--- config.mk ---
export PLATFORM = sky130hd
export DESIGN_NAME = somador_pc4
export DESIGN_NICKNAME = d
export VERILOG_FILES = /design/src/rtl/pc_pkg.sv /design/src/rtl/pc_adder.sv /design/src/rtl/somador_pc4.sv
export SDC_FILE = /design/constraint.sdc
export NUM_CORES = 1
export LEC_CHECK = 0
export CAP_MARGIN = 20
export CORE_ASPECT_RATIO = 0.6
export CORE_MARGIN = 2
export CORE_UTILIZATION = 43
export CTS_BUF_LIST = sky130_fd_sc_hd__clkbuf_4 sky130_fd_sc_hd__clkbuf_8
export CTS_CLUSTER_SIZE = 14
export DETAILED_ROUTE_END_ITERATION = 7
export HOLD_SLACK_MARGIN = 0.06
export PLACE_DENSITY = 0.93
export SYNTH_ARGS = -nofsm -noshare
export SYNTH_HDL_FRONTEND = slang
export SYNTH_SLANG_ARGS = --single-unit
--- constraint.sdc ---
create_clock -name clock -period 2.59 [get_ports clock]
set_input_delay 0.518 -clock clock [delete_from_list [all_inputs] [get_ports clock]]
set_output_delay 0.518 -clock clock [all_outputs]
set_load 0.03 [all_outputs]
--- src/rtl/pc_pkg.sv ---
// pc_pkg: shared program-counter definitions for the fetch stage.
//   PC_WIDTH  default PC/address width in bits
//   PC_INC    default sequential increment in bytes (one 32-bit instruction)
//   pc_t      PC/address type
//   PC_RESET  value the PC+INC register takes on reset
package pc_pkg;

  localparam int unsigned PC_WIDTH = 32;
  localparam int unsigned PC_INC   = 4;

  typedef logic [PC_WIDTH-1:0] pc_t;

  localparam pc_t PC_RESET = '0;

endpackage : pc_pkg

--- src/rtl/pc_adder.sv ---
// pc_adder: combinational unsigned WIDTH-bit adder with carry-out.
// Ports:
//   a    in  WIDTH  first operand
//   b    in  WIDTH  second operand
//   sum  out WIDTH  (a + b) mod 2^WIDTH
//   cout out 1      carry out of the WIDTH-bit addition
module pc_adder #(
  parameter int unsigned WIDTH = 32
) (
  input  logic [WIDTH-1:0] a,
  input  logic [WIDTH-1:0] b,
  output logic [WIDTH-1:0] sum,
  output logic             cout
);

  always_comb begin
    {cout, sum} = {1'b0, a} + {1'b0, b};
  end

endmodule : pc_adder

--- src/rtl/somador_pc4.sv ---
// somador_pc4: registered program-counter incrementer for the fetch stage.
// Samples PC each rising edge and presents PC+INC one cycle later, plus a
// registered carry flag marking address wrap-around.
// Ports:
//   clock       in   1      system clock, rising edge
//   reset       in   1      synchronous, active-high reset
//   PC          in   WIDTH  current program counter (byte address)
//   PC4         out  WIDTH  registered PC + INC (modulo 2^WIDTH)
//   wrap        out  1      registered carry-out of PC + INC
//   misaligned  out  1      registered (PC[1:0] != 0); present only when
//                           SOMADOR_PC4_ALIGN_CHECK_EN is defined
// Configuration macro: SOMADOR_PC4_ALIGN_CHECK_EN
module somador_pc4
  import pc_pkg::*;
#(
  parameter int unsigned WIDTH = PC_WIDTH,
  parameter int unsigned INC   = PC_INC
) (
  input  logic             clock,
  input  logic             reset,
  input  logic [WIDTH-1:0] PC,
  output logic [WIDTH-1:0] PC4,
  output logic             wrap
`ifdef SOMADOR_PC4_ALIGN_CHECK_EN
  ,
  output logic             misaligned
`endif
);

  logic [WIDTH-1:0] sum;
  logic             cout;

  logic [WIDTH-1:0] pc4_q,  pc4_d;
  logic             wrap_q, wrap_d;

  pc_adder #(
    .WIDTH (WIDTH)
  ) u_pc_adder (
    .a    (PC),
    .b    (WIDTH'(INC)),
    .sum  (sum),
    .cout (cout)
  );

  always_comb begin
    pc4_d  = sum;
    wrap_d = cout;
  end

  always_ff @(posedge clock) begin
    if (reset) begin
      pc4_q  <= WIDTH'(PC_RESET);
      wrap_q <= 1'b0;
    end else begin
      pc4_q  <= pc4_d;
      wrap_q <= wrap_d;
    end
  end

  assign PC4  = pc4_q;
  assign wrap = wrap_q;

`ifdef SOMADOR_PC4_ALIGN_CHECK_EN
  logic misaligned_q, misaligned_d;

  always_comb begin
    misaligned_d = (PC[1:0] != 2'b00);
  end

  always_ff @(posedge clock) begin
    if (reset) begin
      misaligned_q <= 1'b0;
    end else begin
      misaligned_q <= misaligned_d;
    end
  end

  assign misaligned = misaligned_q;
`endif

endmodule : somador_pc4

After elaboration in Yosys (flattened, before gate mapping)

Index checks and enable logic that the tools add are counted.

Word-level logic and storage cells: 3
Flip-flop bits (word level): 33
Output and inout bits: 33

$add $sub $neg: 1

Operators by type and width:

| operator              | number |
|---|---|
| $add 32x3->33 const B | 1 |

Logic depth before layout (Yosys ltp)

Gate-level depths: netlist (run 1).

Depth after elaboration: 1
Depth in mapped cells: 6
Gate-level depth less buffers: 5

Modules after synthesis

From an unflattened synthesis (run 1), not the netlist that was laid out.

Cells, all modules: 343
Area, all modules: 2824.0 um2

By module, submodules not included:

| module      | cells an instance | area each (um2) | instances |
|---|---|---|---|
| pc_adder    | 272               | 1926.8          | 1 |
| somador_pc4 | 71                | 897.1           | 1 |

Worst setup path after synthesis (run 1)

OpenSTA, ideal clock, no wires.

Kind: input to register
From: input port PC[11]
To: register pc4_q[30], in the netlist PC4[30]
Arrival: 1.926 ns
Required time: 2.467 ns
Stages on the path: 5
Slack: 0.540 ns
Cells stage by stage: nand4_1 > or4_4 > buf_6 > nor4_1 > mux2_1

Word-level cells in the longest chain between the ends: 1

RTL lines:

| item                 | line              | source |
|---|---|---|
| start, declared      | somador_pc4.sv:21 | `input logic [WIDTH-1:0] PC,` |
| $add 32x3->33        | pc_adder.sv:17    | `{cout, sum} = {1'b0, a} + {1'b0, b};` |
| end signal, assigned | somador_pc4.sv:52 | `pc4_q <= WIDTH'(PC_RESET);` |
| end signal, assigned | somador_pc4.sv:55 | `pc4_q <= pc4_d;` |
| end, declared        | somador_pc4.sv:33 | `logic [WIDTH-1:0] pc4_q, pc4_d;` |

Every way passes these cells.
A chain may end at the register's enable or synchronous reset.

Worst setup path after layout (run 1)

From: input port PC[13]
To: register pc4_q[30], in the netlist PC4[30]

The elaborated chain is that of the path after synthesis.

==> out/metrics.cfg, run 1 <==
[synthesis]
synth-simple-area-share=0.3008
ys_warn_count=0
yosysMostFrequentCell=dfxtp_1
synth_top_family_by_area=simple AND/OR/NAND/NOR gates
synthMuxAreaShare=0.01513
syn_nets=203
synthTopCellsByCount=dfxtp_1, a21oi_1, nor2_1
synth-compound-area-share=0.1277
synth_area_sq_mm=0.001489
synth_flop_cell=dfxtp_1
synth_edf_count=0
synth_area_leaders=dfxtp_1, o31ai_1, or4_1
ys_ff_latch=33
yosysTopAreaCell=dfxtp_1
async_flop_share=0
synthCells=168
ys_seq_area_frac=0.4437
synth_top_area_share=0.4437
yosysUniqueCellTypes=27
synthAdderAreaFrac=0.008403
synth-xor-area-share=0.05882
syn_area_per_cell_sq_um=8.863

[clocking]
cts_max_level=2
cts_setup_buffers=0
clkTransAtPathRegs_ns=0.07
cts-buffers-inserted=5
holdBufCountCts=0
clockBufferDepth=2
cts_tree=done
cts_resized=0
clock_sinks=33
cts_root_buf=clkbuf_8

[global_route]
antenna_found_initial=0
use_met1=0.2886
grt_pass1_vias=1425
use_met2=0.3139
gr-total-overflow=0
grt_max_degree=35
track_usage=0.2132
grt_pass1_wl_microns=6451
busiest_layer=met2
met3_usage=0.07326

[finish]
multi_input_area_sq_um=760.7
final_core_utilization=0.7199
seq_area_sq_um=660.6
fillCellCount=263
n_antenna_cell=0
areaGrowthSynthToFinish_pct=58.74
nets=282
drive_gt1_frac=0.1093

[power_and_ir_drop]
power_frac_comb=0.215
finalPower_mw=1.203
p_switching_mw=0.3204
pwr-share-seq=0.451
p_leak_nw=0.8379
clkPwrFrac=0.334
p_int_mw=0.8825
p_per_area_mw_per_mm2=509.0
vdd_drop_max_mv=0.3650
swShare=0.2663

[timing]
hold_ws_ns=0.7814
max_freq_ghz=0.4016
finalHoldViolations=0
finalSetupViolations=0
drv_slew=0
fin_ws_ns=0.1002
relSlewSlack=0.7331
post-route-period-util=0.9613
fin_crit_ns=2.490
worst_pin_slew_ns=0.3966
rsz0062_at_grt=no

[outcome]
outcome=finished clean

[die]
die_w_microns=79.97
ios=67
fp.dieArea_sq_mm=0.003965
die_h_microns=49.58
coreArea_sq_mm=0.003283
initial_utilization=0.4535
rows=16

[placed_design]
gp_congestion=0.7972
port_buffers=66
dpl_worst_slack_ns=-0.2216
dp_hpwl_microns=2941

[critical_path]
setup.worst_path.start_class=primary input
critPathMaxFanout=26
slowest_delay_ns=0.72
cp_slowest_cell=or4_4
cp_data_arrival_time_ns=2.67
cp-end-kind=flop
crit_family=simple AND/OR/NAND/NOR gates
crit_chain=clkdlybuf4s50_1 -> nand4_1 -> or4_4 -> nor4_1 -> mux2_1
worst-path-buf-inv=1
required_ns=2.77
criticalPathCategory=primary input to flop

[route]
wire_per_inst_microns=13.54
drt_iter0_markers=72
wl_microns=3954
vias_per_cell=5.339
first_pass_iters=4
ant_nets=0
drc=0
vias=1559

[min_path]
hold_path_end=PC4[1]
worstHoldStart=PC[1]
hold_path.class=primary input to flop
hold_depth=2

[run]
drv_cap=0

## power groups by stage
stage               Combinational [mW]  Sequential, mW  Clock [mW]
global route                     0.276           0.545       0.434
floorplan                       0.0533           0.612           0
finish                           0.258           0.543       0.402
global placement                 0.252           0.554           0
detailed placement               0.257           0.554           0
CTS                              0.258           0.543       0.413
## logic make-up after synthesis
| kind of cell | after synthesis |
|---|---|
| compound gates | 32 |
| xor+xnor | 10 |
| fa+ha+maj | 1 |
| buf+inv | 14 |
| flops | 33 |
| mux | 2 |
| simple gates | 76 |
## layout by cell type (no fill, tap or decap), drive strengths merged
master         netlist  final
buf                  2     16
a21oi               16     16
ha                   1      1
nand2                9      9
nor2                13     13
o31ai               12     12
nor3                 1      1
o21ai                4      4
or3b                 1      1
clkbuf               8      7
inv                  4      4
mux2                 2      2
and3                 2      2
dfxtp               33     33
nor2b                5      5
xor2                 2      2
xnor2                8      8
nand3               13     13
nand4                3      3
and4                 3      3
or4                 13     13
nor4                 6      6
or3                  6      6
clkdlybuf4s50        0     66
nor3b                1      1
## registers in the layout, summed over array words and instances (netlist names)
| register | flops |
|---|---|
| wrap | 1 |
| PC4 | 32 |
## metrics by stage
stage	area [sq um]	cells	TNS [ns]
5_1_grt	2364	292	0
4_1_cts	2364	292	0
3_3_place_gp	2273	285	-0.1501
2_1_floorplan	1489	168	0
6_report	2364	292	0
3_5_place_dp	2273	285	-0.9743
## worst max-delay path by stage
stage               slack (ns)       to    from  cells past startpoint
CTS                       0.09  PC4[30]  PC[10]                      5
finish                    0.10  PC4[30]  PC[13]                      5
global placement         -0.06  PC4[30]  PC[11]                      5
detailed placement       -0.22  PC4[30]  PC[10]                      5
global route             0.002  PC4[30]  PC[11]                      5
floorplan                 0.54  PC4[30]  PC[11]                      5
## area by class of cell
cell class | count | share of cell area
clock buffers | 7 | 0.03812
flip-flops and latches | 33 | 0.2795
repair buffers | 82 | 0.3303
well taps | 45 | 0.02382
multi-input cells | 121 | 0.3219
inverters | 4 | 0.006353
## layer usage
metal  share of wire  up-vias
met5               0        -
met4           0.012        0
met3           0.080        5
met2            0.43       59
met1            0.48      715
li1                -      780
(Power assumes the default switching activity.)
==> run 2: changes to the inputs <==
Settings changed: SKIP_LAST_GASP from default to 1.
==> results of run 2 <==
No change in the layout: final DEF, timing and power equal those of run 1.
